===== config.mk =====
export PLATFORM = sky130hd
export DESIGN_NAME = network_sink
export DESIGN_NICKNAME = d
export VERILOG_FILES = /design/src/rtl/network_sink_pkg.sv /design/src/rtl/network_sink_lowest_set_index.sv /design/src/rtl/network_sink.sv
export SDC_FILE = /design/constraint.sdc
export NUM_CORES = 1
export LEC_CHECK = 0
export CAP_MARGIN = 20
export CORE_UTILIZATION = 45
export DETAILED_ROUTE_END_ITERATION = 10
export GPL_TIMING_DRIVEN = 1
export PLACE_DENSITY = 0.66
export SETUP_SLACK_MARGIN = 0.2
export SLEW_MARGIN = 15
export SYNTH_ARGS = -nofsm -noshare
export SYNTH_HDL_FRONTEND = slang
export SYNTH_HIERARCHICAL = 1
export SYNTH_SLANG_ARGS = --single-unit

===== constraint.sdc =====
create_clock -name clk -period 6.73 [get_ports clk]
set_clock_uncertainty 0.2 [all_clocks]
set_input_delay 1.346 -clock clk [delete_from_list [all_inputs] [get_ports clk]]
set_output_delay 1.346 -clock clk [all_outputs]
set_load 0.02 [all_outputs]

===== src/rtl/network_sink_pkg.sv =====
// Shared types and widths for the network sink: opcode encoding, packet layout
// and the sink FSM state type.
package network_sink_pkg;

  localparam int NET_NUM_OUT = 4;
  localparam int OPC_WIDTH   = 2;
  localparam int SNK_WIDTH   = 20;
  localparam int PAY_WIDTH   = SNK_WIDTH - OPC_WIDTH;
  localparam int IDX_WIDTH   = (NET_NUM_OUT > 1) ? $clog2(NET_NUM_OUT) : 1;

  typedef enum logic [OPC_WIDTH-1:0] {
    OPC_NOP = 2'd0,
    OPC_RUN = 2'd1,
    OPC_SPK = 2'd2
  } opcode_t;

  typedef enum logic [1:0] {
    IDLE,
    EMIT_RUN,
    EMIT_SPK
  } snk_state_t;

  // Opcode in the MSBs, a payload of 'width' bits MSB-justified below it, zero pad.
  function automatic logic [SNK_WIDTH-1:0] make_pkt(input opcode_t opc,
                                                    input logic [PAY_WIDTH-1:0] payload,
                                                    input int unsigned width);
    logic [PAY_WIDTH-1:0] shifted;
    shifted = payload << (PAY_WIDTH - width);
    return {opc, shifted};
  endfunction

endpackage


===== src/rtl/network_sink_lowest_set_index.sv =====
// Combinational priority encoder: index of the lowest set bit of vec.
module lowest_set_index #(
  parameter int WIDTH     = 4,
  parameter int IDX_WIDTH = 2
) (
  input  logic [WIDTH-1:0]     vec,
  output logic                 found,
  output logic [IDX_WIDTH-1:0] idx
);

  always_comb begin
    // NOTE: every combinational output gets a default first, otherwise a latch is inferred.
    found = 1'b0;
    idx   = '0;
    // Scanning downward lets the lowest set bit overwrite any higher one.
    for (int i = WIDTH - 1; i >= 0; i--) begin
      if (vec[i]) begin
        found = 1'b1;
        idx   = IDX_WIDTH'(i);
      end
    end
  end

endmodule


===== src/rtl/network_sink.sv =====
// Encodes per-cycle network fire vectors into host packets: empty cycles are
// run-length compressed into RUN packets, every fired output becomes one SPK packet.
module network_sink
  import network_sink_pkg::*;
#(
  parameter int RUN_WIDTH = 16
) (
  input  logic                   clk,
  input  logic                   arstn,
  input  logic                   net_valid,
  output logic                   net_ready,
  input  logic [NET_NUM_OUT-1:0] net_out,
  input  logic                   flush,
  output logic                   snk_valid,
  input  logic                   snk_ready,
  output logic [SNK_WIDTH-1:0]   snk
);

  if (RUN_WIDTH > PAY_WIDTH || IDX_WIDTH > PAY_WIDTH) begin : g_width_check
    $error("network_sink: payload does not fit in SNK_WIDTH-OPC_WIDTH");
  end

  localparam logic [RUN_WIDTH-1:0] CMAX = '1;

  snk_state_t             state, state_d;
  logic [RUN_WIDTH-1:0]   pend, pend_d;
  logic [NET_NUM_OUT-1:0] mask, mask_d;
  logic                   flush_req, flush_req_d;
  logic                   snk_valid_d;
  logic [SNK_WIDTH-1:0]   snk_d;
  logic                   capture;

  logic [NET_NUM_OUT-1:0] enc_in;
  logic                   enc_found;
  logic [IDX_WIDTH-1:0]   enc_idx;

  function automatic logic [SNK_WIDTH-1:0] run_pkt(input logic [RUN_WIDTH-1:0] n);
    return make_pkt(OPC_RUN, PAY_WIDTH'(n), RUN_WIDTH);
  endfunction

  function automatic logic [SNK_WIDTH-1:0] spk_pkt(input logic [IDX_WIDTH-1:0] i);
    return make_pkt(OPC_SPK, PAY_WIDTH'(i), IDX_WIDTH);
  endfunction

  // The encoder always looks at the mask the next SPK packet will be taken from.
  always_comb begin
    unique case (state)
      IDLE:     enc_in = net_out;
      EMIT_RUN: enc_in = mask;
      default:  enc_in = mask & (mask - NET_NUM_OUT'(1));
    endcase
  end

  lowest_set_index #(
    .WIDTH    (NET_NUM_OUT),
    .IDX_WIDTH(IDX_WIDTH)
  ) u_lsi (
    .vec  (enc_in),
    .found(enc_found),
    .idx  (enc_idx)
  );

  // A latched flush is serviced before any new capture, so it also blocks net_ready.
  assign net_ready = (state == IDLE) && (pend != CMAX) && !flush_req;
  assign capture   = net_valid && net_ready;

  always_comb begin
    state_d     = state;
    pend_d      = pend;
    mask_d      = mask;
    flush_req_d = flush_req;
    snk_valid_d = snk_valid;
    snk_d       = snk;
    unique case (state)
      IDLE: begin
        if (capture) begin
          if (flush) flush_req_d = 1'b1;
          if (enc_found) begin
            mask_d      = net_out;
            snk_valid_d = 1'b1;
            if (pend != '0) begin
              state_d = EMIT_RUN;
              snk_d   = run_pkt(pend);
            end else begin
              state_d = EMIT_SPK;
              snk_d   = spk_pkt(enc_idx);
            end
          end else begin
            pend_d = pend + RUN_WIDTH'(1);
            if (pend_d == CMAX) begin
              state_d     = EMIT_RUN;
              snk_valid_d = 1'b1;
              snk_d       = run_pkt(pend_d);
            end
          end
        end else if (flush || flush_req) begin
          flush_req_d = 1'b0;
          if (pend != '0) begin
            state_d     = EMIT_RUN;
            snk_valid_d = 1'b1;
            snk_d       = run_pkt(pend);
          end
        end
      end
      EMIT_RUN: begin
        if (flush) flush_req_d = 1'b1;
        if (snk_ready) begin
          pend_d = '0;
          if (enc_found) begin
            state_d = EMIT_SPK;
            snk_d   = spk_pkt(enc_idx);
          end else begin
            state_d     = IDLE;
            snk_valid_d = 1'b0;
            snk_d       = '0;
          end
        end
      end
      EMIT_SPK: begin
        if (flush) flush_req_d = 1'b1;
        if (snk_ready) begin
          mask_d = enc_in;
          if (enc_found) begin
            snk_d = spk_pkt(enc_idx);
          end else begin
            // Last spike sent: the cycle boundary it belongs to opens the next run.
            state_d     = IDLE;
            pend_d      = RUN_WIDTH'(1);
            snk_valid_d = 1'b0;
            snk_d       = '0;
          end
        end
      end
      default: state_d = IDLE;
    endcase
  end

  // NOTE: sequential state uses non-blocking assignments so every register samples pre-edge values.
  always_ff @(posedge clk or negedge arstn) begin
    if (!arstn) begin
      state     <= IDLE;
      pend      <= '0;
      mask      <= '0;
      flush_req <= 1'b0;
      snk_valid <= 1'b0;
      snk       <= '0;
    end else begin
      state     <= state_d;
      pend      <= pend_d;
      mask      <= mask_d;
      flush_req <= flush_req_d;
      snk_valid <= snk_valid_d;
      snk       <= snk_d;
    end
  end

endmodule

==> flow_summary.json <==
{
  "outcome": "completed",
  "drive_above_1_share": 0.06034,
  "drtPass1Iterations": 5,
  "worstMarginPinSlew_ps": 942.7,
  "nets": 364,
  "cp.arrival_ps": 2860,
  "cts_root_buf": "sky130_fd_sc_hd__clkbuf_8",
  "finalCriticalPeriod_ps": 4402,
  "crit_required_ps": 5180,
  "die_w_um": 81.60,
  "area.growth.synth_to_final_pct": 13.12,
  "synthesis.instances": 339,
  "worst_ir_drop_on_vdd_mv": 0.3445,
  "layout_commonest_cell": "sky130_fd_sc_hd__nand2_1",
  "path_clk_slew_ps": 80,
  "synth_area_per_cell_um2": 8.411,
  "setup_repair_after_global_routing_missed_its_margin": "no",
  "synth-edff-count": 0,
  "initial_core_utilization": 0.4732,
  "grt_use_total": 0.2432,
  "synth.distinct_cells": 56,
  "dr_total_vias": 2592,
  "element_type_at_the_critical_path_end": "primary output",
  "hold-worst-slack_ps": 295.5,
  "ys_warn_count": 6,
  "chipHeight_um": 81.60,
  "report.final.hold_viol_count": 0,
  "die_area_um2": 6659,
  "post-route-period-util": 0.6540,
  "tritoncts": "built",
  "htree_levels": 2,
  "layout_common_cells": "sky130_fd_sc_hd__nand2_1, sky130_fd_sc_hd__dfrtp_1, sky130_fd_sc_hd__a21oi_1, sky130_fd_sc_hd__clkdlybuf4s50_1, sky130_fd_sc_hd__nor3_1",
  "cts.sinks": 42,
  "yosys_most_used_dff": "sky130_fd_sc_hd__dfrtp_1",
  "reg2reg_depth": 14,
  "fill_cell_instance_count_of_the_final_layout": 576,
  "critical_path_peak_fanout": 11,
  "worst_setup_path_endpoint": "net_ready",
  "worst_r2r_startpoint": "state[0]",
  "via_count_of_the_first_global_routing_pass": 2411,
  "globalplace.congestion": 0.8918,
  "synth.cell_area_um2": 2851,
  "worstSkewPairLatency_ps": 300,
  "grt_antenna_before_repair": 0,
  "cts-hold-fix-buffers": 0,
  "io_pins": 31,
  "yosys_register_bits": 42,
  "route.antenna.remaining_nets": 0,
  "initialDrtViolationCount": 170,
  "finalSetupViolations": 0,
  "critPathKind": "reg2out",
  "postCtsResizedCells": 0,
  "cts.repair_timing.setup_buffer_count": 0,
  "post_drt_via_cell_ratio": 6.128,
  "core.rowCount": 28,
  "cts-root-to-sink-buffers": 2,
  "drt-total-wl_um": 7339,
  "routed.top_layer": "met4",
  "synth_async_sr_flop_share": 1.000,
  "grt_start_max_net_pins": 43,
  "drt-wirelength-per-cell_um": 17.35,
  "met1_wl_um": 3516,
  "final.setup.tns_ps": 0,
  "drv_cap": 0,
  "first_element_of_the_critical_path": "pend[0]",
  "hold_path_class": "reg2reg",
  "slew-limit-headroom": 0.3715,
  "grt_first_pass_wirelength_um": 12190,
  "met3RoutedLength_um": 366,
  "worst_r2r_endpoint": "pend[3]",
  "drt_drc_violations_left": 0,
  "port-buffer-count": 28,
  "overflow_left_after_global_routing": 0,
  "highest_achievable_clock_rate_mhz": 227.2,
  "dpl.hpwl_um": 5110,
  "numCtsBuffers": 5,
  "critical_path.startpoint_type": "flop",
  "core_area_um2": 6026,
  "pwr_density_cell_nw_per_um2": 460.9,
  "sequential_fraction_of_the_synthesis_area": 0.3686,
  "route.met2.wl_um": 3348,
  "maxSlewViolCount": 0,
  "number_of_antenna_cells_inserted": 0,
  "leakagePower_nw": 1.270,
  "worst-r2r-setup-slack_ps": 2390
}
==> cell usage after synthesis, types with 2 or more instances <==
cell	number	area [µm²]
sky130_fd_sc_hd__a211o_1	2	17.52
sky130_fd_sc_hd__a21boi_0	3	22.52
sky130_fd_sc_hd__a21o_1	4	30.03
sky130_fd_sc_hd__a21oi_1	29	145.1
sky130_fd_sc_hd__a22o_1	10	87.58
sky130_fd_sc_hd__a22oi_1	4	30.03
sky130_fd_sc_hd__a31oi_1	2	12.51
sky130_fd_sc_hd__a41oi_1	2	17.52
sky130_fd_sc_hd__and2b_1	2	15.01
sky130_fd_sc_hd__and3_1	2	12.51
sky130_fd_sc_hd__and4_1	3	26.28
sky130_fd_sc_hd__buf_2	10	50.05
sky130_fd_sc_hd__buf_4	6	45.04
sky130_fd_sc_hd__clkbuf_1	11	41.29
sky130_fd_sc_hd__dfrtp_1	42	1051
sky130_fd_sc_hd__ha_1	8	100.1
sky130_fd_sc_hd__inv_1	12	45.04
sky130_fd_sc_hd__mux2_1	2	22.52
sky130_fd_sc_hd__nand2_1	47	176.4
sky130_fd_sc_hd__nand2b_1	3	18.77
sky130_fd_sc_hd__nand3_1	10	50.05
sky130_fd_sc_hd__nand3_4	2	35.03
sky130_fd_sc_hd__nand4_1	6	37.54
sky130_fd_sc_hd__nor2_1	16	60.06
sky130_fd_sc_hd__nor2b_1	5	31.28
sky130_fd_sc_hd__nor3_1	19	95.09
sky130_fd_sc_hd__nor4_1	6	37.54
sky130_fd_sc_hd__nor4_2	2	25.02
sky130_fd_sc_hd__o21ai_0	18	90.09
sky130_fd_sc_hd__o2bb2ai_1	15	131.4
sky130_fd_sc_hd__o31ai_1	7	52.55
sky130_fd_sc_hd__xnor2_1	5	43.79
==> stage by stage <==
stage | total power, mW | util | instances | cell area (µm²) | setup WS (ps)
floorplan | 1.021 | - | 340 | 2855 | 3122
global placement | 1.218 | 0.5116 | 415 | 3083 | 2126
detailed placement | 1.231 | 0.5116 | 415 | 3083 | 2053
CTS | 1.487 | 0.5353 | 423 | 3226 | 2273
global route | 1.605 | 0.5353 | 423 | 3226 | 2117
finish | 1.487 | 0.5353 | 423 | 3226 | 2328
==> sequential cells by signal, indices dropped and copies added (netlist names) <==
register and count:
snk_valid 1, state 2, mask 4, snk 18, pend 16, flush_req 1
==> worst max-delay path, stage by stage (launching register included) <==
cell,delay [ps]
sky130_fd_sc_hd__dfrtp_1,610
sky130_fd_sc_hd__ha_1,420
sky130_fd_sc_hd__nand2_1,210
sky130_fd_sc_hd__nor3_1,530
sky130_fd_sc_hd__a21boi_0,190
sky130_fd_sc_hd__clkdlybuf4s50_1,600
==> per-layer routing <==
layer  vias to the layer above  GRT usage
li1                       1243          -
met1                      1260     0.3398
met2                        76     0.3867
met3                        13    0.03778
met4                         0    0.07368
met5                         -          0
==> worst min path at each step <==
stage / slack, ps / end / depth (start not counted) / from
floorplan: 270 / mask[3] / 1 / mask[3]
global placement: 280 / snk[8] / 1 / snk[8]
detailed placement: 280 / snk[13] / 1 / snk[13]
CTS: 300 / snk[8] / 1 / snk[8]
global route: 310 / snk[2] / 1 / snk[2]
finish: 300 / snk[10] / 1 / snk[10]
==> power breakdown <==
group	leakage [nW]	switching, mW	total, mW	internal [mW]
registers	0.545	0.105	0.437	0.332
logic	0.654	0.500	0.799	0.299
clock network	0.0714	0.0918	0.250	0.158
total	1.27	0.697	1.49	0.789
==> final cells by class <==
| class | instances | area [µm²] | share of cell area |
|---|---|---|---|
| Multi-Input combinational cell | 257 | 1614 | 0.5004 |
| Tap cell | 75 | 93.84 | 0.02909 |
| Clock buffer | 6 | 82.58 | 0.02560 |
| Inverter | 13 | 48.80 | 0.01513 |
| Clock inverter | 2 | 60.06 | 0.01862 |
| Timing Repair Buffer | 28 | 275.3 | 0.08534 |
| Sequential cell | 42 | 1051 | 0.3258 |
==> logic make-up (layout without fill, tap and decap cells) <==
kind of cell / count (synthesis) / after routing / synth area share
AOI/OAI and AO/OA: 104 / 104 / 0.2470
xor gates and xnor gates: 5 / 5 / 0.01536
adders and majority gates: 8 / 8 / 0.03510
buffers and inverters: 41 / 49 / 0.06669
DFF: 42 / 42 / 0.3686
muxes: 4 / 4 / 0.01667
other: 1 / 2 / 0.001315
and+or+nand+nor: 134 / 134 / 0.2492
Power figures use the tool's default switching activity.
